$ cat config.mk
export PLATFORM = sky130hd
export DESIGN_NAME = z_csa_accum_ctrl_flat
export DESIGN_NICKNAME = d
export VERILOG_FILES = /design/src/rtl/z_csa_accum_ctrl_if.sv /design/src/rtl/z_csa_accum_ctrl.sv /design/src/flat_wrapper.sv
export SDC_FILE = /design/constraint.sdc
export NUM_CORES = 1
export LEC_CHECK = 0
export ABC_CLOCK_PERIOD_IN_PS = 1850
export CAP_MARGIN = 25
export CORE_ASPECT_RATIO = 1.75
export CORE_UTILIZATION = 50
export DETAILED_ROUTE_END_ITERATION = 6
export PLACE_DENSITY = 0.88
export SLEW_MARGIN = 0
export SYNTH_ARGS = -nofsm -noshare
export SYNTH_HDL_FRONTEND = slang
export SYNTH_SLANG_ARGS = --single-unit
$ cat constraint.sdc
create_clock -name clk -period 1.85 [get_ports clk]
set_clock_uncertainty 0.05 [all_clocks]
set_input_delay 0.37 -clock clk [delete_from_list [all_inputs] [get_ports clk]]
set_output_delay 0.37 -clock clk [all_outputs]
set_load 0.03 [all_outputs]
$ cat src/rtl/z_csa_accum_ctrl_if.sv
// z_csa_accum_ctrl_if: operand stream, result handshake and abort control for the CSA accumulator
interface z_csa_accum_ctrl_if #(
    parameter int WIDTH = 8
);
    logic             clear;
    logic             in_valid;
    logic [WIDTH-1:0] in_data;
    logic             in_last;
    logic             in_ready;
    logic             out_valid;
    logic [WIDTH-1:0] out_sum;
    logic [7:0]       out_count;
    logic             out_ready;
    logic             busy;

    modport master (
        output clear, in_valid, in_data, in_last, out_ready,
        input  in_ready, out_valid, out_sum, out_count, busy
    );

    modport slave (
        input  clear, in_valid, in_data, in_last, out_ready,
        output in_ready, out_valid, out_sum, out_count, busy
    );
endinterface

$ cat src/rtl/z_csa_accum_ctrl.sv
// z_csa_accum_ctrl: carry-save accumulation of an operand set, resolved by iterative carry ripple
module z_csa_accum_ctrl #(
    parameter int WIDTH = 8
) (
    input  logic                clk,
    input  logic                rst,
    z_csa_accum_ctrl_if.slave   bus
);
    typedef enum logic [1:0] {IDLE, ACCUM, RESOLVE, DONE} state_t;

    state_t           state, state_n;
    logic [WIDTH-1:0] s, c, s_n, c_n;
    logic [7:0]       cnt, cnt_n;
    logic [WIDTH-1:0] d;
    logic             accept;

    assign d             = bus.in_data;
    assign bus.in_ready  = (state == IDLE) || (state == ACCUM);
    assign bus.out_valid = state == DONE;
    assign bus.out_sum   = (state == DONE) ? s : '0;
    assign bus.out_count = (state == DONE) ? cnt : 8'd0;
    assign bus.busy      = state != IDLE;
    assign accept        = bus.in_valid && bus.in_ready;

    // state and carry-save pair registers; rst dominates everything
    always_ff @(posedge clk) begin
        if (rst) begin
            state <= IDLE;
            s     <= '0;
            c     <= '0;
            cnt   <= 8'd0;
        end else begin
            state <= state_n;
            s     <= s_n;
            c     <= c_n;
            cnt   <= cnt_n;
        end
    end

    // next state: CSA stage on accept, carry ripple in RESOLVE, clear on handoff or abort
    always_comb begin
        state_n = state;
        s_n     = s;
        c_n     = c;
        cnt_n   = cnt;
        case (state)
            IDLE, ACCUM: begin
                if (accept) begin
                    s_n     = s ^ c ^ d;
                    c_n     = ((s & c) | (s & d) | (c & d)) << 1;
                    cnt_n   = cnt + {7'd0, cnt != 8'hff};
                    state_n = bus.in_last ? RESOLVE : ACCUM;
                end
            end
            RESOLVE: begin
                if (c != '0) begin
                    s_n = s ^ c;
                    c_n = (s & c) << 1;
                end else begin
                    state_n = DONE;
                end
            end
            default: begin
                if (bus.out_ready) begin
                    state_n = IDLE;
                    s_n     = '0;
                    c_n     = '0;
                    cnt_n   = 8'd0;
                end
            end
        endcase
        if (bus.clear) begin
            state_n = IDLE;
            s_n     = '0;
            c_n     = '0;
            cnt_n   = 8'd0;
        end
    end
endmodule

$ cat src/flat_wrapper.sv
// flat-port wrapper written by rule: the top's interface ports become plain ports
module z_csa_accum_ctrl_flat 
#(
    parameter int WIDTH = 8
)
  (clk, rst, bus_clear, bus_in_valid, bus_in_data, bus_in_last, bus_out_ready, bus_in_ready, bus_out_valid, bus_out_sum, bus_out_count, bus_busy);
  z_csa_accum_ctrl_if #(.WIDTH(WIDTH)) bus_i ();
  input  logic clk;
  input  logic rst;
  input wire logic [$bits(bus_i.clear)-1:0] bus_clear;
  input wire logic [$bits(bus_i.in_valid)-1:0] bus_in_valid;
  input wire logic [$bits(bus_i.in_data)-1:0] bus_in_data;
  input wire logic [$bits(bus_i.in_last)-1:0] bus_in_last;
  input wire logic [$bits(bus_i.out_ready)-1:0] bus_out_ready;
  output wire logic [$bits(bus_i.in_ready)-1:0] bus_in_ready;
  output wire logic [$bits(bus_i.out_valid)-1:0] bus_out_valid;
  output wire logic [$bits(bus_i.out_sum)-1:0] bus_out_sum;
  output wire logic [$bits(bus_i.out_count)-1:0] bus_out_count;
  output wire logic [$bits(bus_i.busy)-1:0] bus_busy;
  assign bus_i.clear = bus_clear;
  assign bus_i.in_valid = bus_in_valid;
  assign bus_i.in_data = bus_in_data;
  assign bus_i.in_last = bus_in_last;
  assign bus_i.out_ready = bus_out_ready;
  assign bus_in_ready = bus_i.in_ready;
  assign bus_out_valid = bus_i.out_valid;
  assign bus_out_sum = bus_i.out_sum;
  assign bus_out_count = bus_i.out_count;
  assign bus_busy = bus_i.busy;
  z_csa_accum_ctrl #(.WIDTH(WIDTH)) u_core (.clk(clk), .rst(rst), .bus(bus_i));
endmodule
**Word-level counts from Yosys, hierarchy flattened**

Index checks and enable logic that the tools add are counted.

- Divide/modulo/power cells: 0
- Multipliers: 0
- Order comparisons: 0
- Reductions and logical operators: 12
- Bitwise operators: 8
- Add/subtract/negate cells: 1
- Equality and inequality tests: 7
- Shift-type cells: 0
- Muxes and demuxes: 16

Operators by type and width:

| operator | count |
|---|---|
| 8-bit 2-to-1 mux | 8 |
| 8-bit one-hot mux with 2 select lines | 3 |
| 7-bit AND | 3 |
| 8-bit XOR | 2 |
| 7-bit OR | 2 |
| 3-bit AND reduction | 3 |
| 8-bit by 1-bit adder with 8-bit output | 1 |
| 2-bit 2-to-1 mux | 4 |
| 8-bit inequality test, second input constant | 1 |
| 8-bit nonzero test | 1 |
| 2-bit equality test, second input constant | 2 |
| 2-bit by 1-bit inequality test with 1-bit output, second input constant | 2 |
| 2-bit one-hot mux with 2 select lines | 1 |
| 2-bit nonzero test | 2 |
| 2-bit OR reduction | 2 |
| 3-bit nonzero test | 1 |
| 2-bit by 1-bit equality test with 1-bit output, second input constant | 1 |
| 2-bit zero test | 1 |
| 2-bit inequality test, second input constant | 1 |
| 1-bit logical AND | 1 |
| 1-bit logical OR | 1 |
| 1-bit NOT | 1 |

- Memory bits (read-only): 0
- Bits in latches: 0
- Flip-flop bits (word level): 26
- RAM bits: 0
- Word-level logic and storage cells: 48
- Memories kept: 0
- Input port bits: 14
- Output and inout bits: 19

**Depth between registers and ports, before layout**

- Depth in word-level cells: 5
- Gate-level depth with buffers: 7

**Worst setup path after synthesis**

No wires, ideal clock.

- Path kind: reg-to-reg
- Start: register u_core.cnt[3]
- End: register u_core.cnt[6]
- Clock period less this slack: 1635 ps
- Stages on the path, launching flop included: 8
- Buffers on the path: 0
- Arrival time: 1465 ps
- Path slack: 215 ps
- Cells stage by stage: dfxtp_1 -> nand4_1 -> or2_2 -> ha_1 -> ha_1 -> o2111ai_1 -> xor2_1 -> nor2_1

- Cells in the longest elaborated chain, start to end: 4

RTL lines:

| element | RTL line | source |
|---|---|---|
| start, declared | z_csa_accum_ctrl.sv:13 | `logic [7:0] cnt, cnt_n;` |
| start signal, assigned | z_csa_accum_ctrl.sv:36 | `cnt <= cnt_n;` |
| 8-bit inequality test | z_csa_accum_ctrl.sv:51 | `cnt_n = cnt + {7'd0, cnt != 8'hff};` |
| 8-bit by 1-bit adder with 8-bit output * | z_csa_accum_ctrl.sv:51 |  |
| 8-bit 2-to-1 mux * | z_csa_accum_ctrl.sv:48 | `if (accept) begin` |
| 8-bit one-hot mux with 2 select lines * | z_csa_accum_ctrl.sv:46 | `case (state)` |

Mark *: on every way between the ends. The rest lies on a longest branch, timed or not. The select of a mux whose other input is x is not followed.
A chain may end at the register's enable or synchronous reset.

**Final worst setup path**

- Start: register u_core.state[1]
- End: output port bus_in_ready

- Cells in the longest elaborated chain, start to end: 2
- Elaborated cells on any way between the ends: 3
- Classes of those cells: eq/ne (1); reduce/logical (2)

RTL lines:

| element | RTL line | source |
|---|---|---|
| start, declared | z_csa_accum_ctrl.sv:11 | `state_t state, state_n;` |
| start signal, assigned | z_csa_accum_ctrl.sv:33 | `state <= state_n;` |
| 2-bit by 1-bit equality test with 1-bit output / 2-bit zero test (equally long branches) | z_csa_accum_ctrl.sv:18 | `assign bus.in_ready = (state == IDLE) \|\| (state == ACCUM);` |
| 1-bit logical OR * | z_csa_accum_ctrl.sv:18 |  |
| end, declared | flat_wrapper.sv:15 | `output wire logic [$bits(bus_i.in_ready)-1:0] bus_in_ready;` |

Mark *: on every way between the ends. The rest lies on a longest branch, timed or not.

==> flow_summary.rst <==
.. list-table::
   :header-rows: 1

   * - Metric
     - Value
   * - Hold Crit Endpoint
     - u_core.cnt[0]
   * - Total DRC errors in the routed layout
     - 6
   * - Number of instances resized during post-cts repair
     - 0
   * - Number of inserted filler cells in the final layout
     - 243
   * - Routed len/inst
     - approximately 17 um
   * - Worst Hold Launch
     - u_core.cnt[0]
   * - Type of the worst min-delay path
     - register to register
   * - Post-CTS setup buffer count
     - 0
   * - Crit path arrival time
     - 1370 ps
   * - Max-capacitance violation count
     - 0
   * - CTS tree
     - yes
   * - Failing checks
     - design-rule violations
   * - Global-route wire length before repair
     - about 6600 um
   * - Launch instance of the worst register-to-register path
     - u_core.cnt[6]
   * - Area share of the leading cell type in the synthesized netlist
     - between 30% and 40%
   * - Number of port buffers
     - 32
   * - Ranking of synthesized cells by instance count
     - 25 x sky130_fd_sc_hd__dfxtp_1, 19 x sky130_fd_sc_hd__and3_1, 16 x sky130_fd_sc_hd__a21oi_1
   * - Result of the run
     - complete, but fails checks
   * - Number of buffers added to fix hold violations after cts
     - 0
   * - Synth async-reset ratio
     - 0%
   * - CTS root buffer
     - sky130_fd_sc_hd__clkbuf_8
   * - Weighted congestion at the end of routability-driven global placement
     - between 0.9 and 1
   * - Top area cells in the synthesized netlist
     - sky130_fd_sc_hd__dfxtp_1 33%, sky130_fd_sc_hd__fa_1 7.9%, sky130_fd_sc_hd__and3_1 7.9%
   * - Slack of the worst reg-to-reg path
     - approximately 70 ps
   * - WHS Path Cells
     - 2
   * - Clock slew at reported path FFs
     - around 90 ps
   * - P per Cell Area
     - between 500 and 600 nW/um^2
   * - Layout Cell Area excl Fill
     - between 1500 and 2000 um^2
   * - RSZ-0062 raised after global routing
     - no
   * - Post-synth cell types
     - 32
   * - Number of endpoints with negative hold slack in the final report
     - 0
   * - Library cell with the highest instance count after synthesis
     - sky130_fd_sc_hd__dfxtp_1
   * - Area of all sequential standard cells
     - about 500 um^2
   * - Die height
     - between 70 and 80 um
   * - Vias post-DR
     - around 1500
   * - Total grt overflow
     - 0
   * - Max Buffers Root-to-Sink
     - 2
   * - Number of flops mapped to enable cells by yosys
     - 0
   * - Synth Cell Area
     - between 1500 and 2000 um^2
   * - Worst EP required
     - approximately 1400 ps
   * - Fin nets
     - ~240
   * - Worst slew margin relative to its limit
     - about two thirds
   * - Top flip-flop cell by instance count after synthesis
     - sky130_fd_sc_hd__dfxtp_1
   * - Count of synthesis-stage warnings from yosys
     - 0
   * - Critical path class
     - register to output port
   * - Final period demand of the worst path
     - 1790 ps
   * - Maximum number of pins on one net before global-route repair
     - 22
   * - Number of placement rows
     - 26
   * - Maximum clock rate
     - between 500 and 600 MHz
   * - Aggregate global-route resource usage
     - between 20 and 30%
   * - Routed via count divided by cell count
     - roughly 6.3
   * - End-of-flow core utilization
     - about two thirds
   * - Number of inserted diodes
     - 0
   * - Effective utilization at floorplan
     - between 50% and 60%
   * - CP Launch Type
     - register
   * - Mean instance size in the synthesized netlist
     - between 9 and 10 um^2
   * - Sequential-to-total area share from yosys stat
     - between 30% and 40%
   * - Clock Sink Count
     - 25
   * - Endpoint of the most critical register-to-register path
     - u_core.cnt[2]
   * - Number of antenna violations at the first check in global routing
     - 0
   * - CP max FO
     - 6
   * - Max-slew violation total from the final report
     - 0
   * - Placeable core area
     - between 2000 and 3000 um^2
   * - Power, Total
     - roughly 1100 uW
   * - Dpl hpwl
     - ~3000 um
   * - Iter 0 DRT Violations
     - slightly above 70
   * - Post-route clock period utilization
     - between 90% and 100%
   * - Clock buffer count from CTS
     - 3
   * - Via count of the first global-routing pass
     - about 1400
   * - Detailed-route wire length
     - between 4000 and 5000 um
   * - Source-to-sink clock delay at the later pin of the worst-skew pair
     - about 270 ps
   * - Number of H-tree branching levels
     - 1
   * - Setup TNS Final
     - 0 ps
   * - I/O pin count
     - 33
   * - First-pass iteration count of the detailed router
     - 6
   * - Worst Reg-to-Reg Cells
     - 7
   * - Area after DPL
     - about 1900 um^2
   * - Biggest area consumer among synthesized cells
     - sky130_fd_sc_hd__dfxtp_1
   * - Number of register bits inferred by synthesis
     - 25
   * - Die outline width
     - around 44 um
   * - Final setup violating endpoints
     - 0
   * - Antenna viol nets, final
     - 0
   * - Synthesized netlist net count
     - a little under 200
   * - Total area of multi-input combinational cells
     - 961 um^2
   * - Worst Max-Slew Pin Slew
     - 507 ps
   * - Gate count after technology mapping
     - 165
   * - Full die area
     - between 3000 and 4000 um^2
   * - Layout cell share with drive strength beyond 1
     - 22.7%
   * - Peak supply drop
     - 0.000484 V
   * - Crit path capture type
     - output port
   * - Area grow syn2layout
     - 28.5%
   * - Leakage power total
     - between 0.0009 and 0.001 uW
## layout make-up
class	count	share of cell area (%)
clock buffer	3	2.12
tap	28	1.80
multi-input combinational	129	49.4
inverter	1	0.193
sequential	25	25.9
clock inverter	1	0.257
timing repair buffer	48	20.3
## sequential cells by signal (all words and copies together), names as in the netlist
| register | count |
|---|---|
| u_core.s | 8 |
| u_core.state | 2 |
| u_core.cnt | 8 |
| u_core.c | 7 |
## layout by cell type, fill, tap and decap left out, drive strengths merged, types with 2 or more instances in the layout
master	instances
xnor2	4
fa	6
clkdlybuf4s50	14
o21ai	3
or2	3
dfxtp	25
and3	19
ha	9
nand3	5
nor2	10
xor2	4
nand2	7
o31ai	12
a211oi	3
o2111ai	2
nand2b	2
a22oi	13
clkbuf	3
buf	34
a21oi	16
nand4	2
## worst max-delay path: stages, from the launching register on
cell                              delay, ps
sky130_fd_sc_hd__dfxtp_1                350
sky130_fd_sc_hd__inv_1                   80
sky130_fd_sc_hd__clkdlybuf4s50_1        670
## report_power, final
part	total, uW	switching, uW	internal, uW
Sequential	577	21.0	556
Clock	329	179	151
Combinational	204	105	98.7
## worst max-delay path by stage
stage,from,to
floorplan,u_core.cnt[3],u_core.cnt[6]
global placement,bus_in_valid,u_core.cnt[6]
detailed placement,bus_in_valid,u_core.cnt[4]
CTS,u_core.cnt[6],u_core.cnt[4]
global route,u_core.state[1],bus_in_ready
finish,u_core.state[1],bus_in_ready
## layer usage
metal | up-vias | track usage (%) | wire length [um] | part of all wire (%)
met2 | 62 | 49.6 | 2270 | 56
met1 | 706 | 30.4 | 1530 | 37
li1 | 697 | - | - | -
met5 | - | 0 | 0 | 0
met4 | 0 | 12.8 | 96 | 2.4
met3 | 11 | 4.08 | 188 | 4.6
## per-stage QoR
stage / hold slack [ps] / instances / setup slack [ps]
finish: 440 / 235 / 59.3
detailed placement: 428 / 231 / -5.18
global route: 471 / 235 / 1.86
global placement: 431 / 231 / 80.1
floorplan: 406 / 165 / 215
CTS: 441 / 235 / 27.7
## cells by family after synthesis
family	Yosys count	synth area share, %
xor+xnor	8	4.63
simple gates	54	19.8
flops	25	33.1
fa+ha+maj	15	15.4
compound gates	52	23.3
buf+inv	11	3.80
Note: power is estimated with default switching activity, not from simulation.
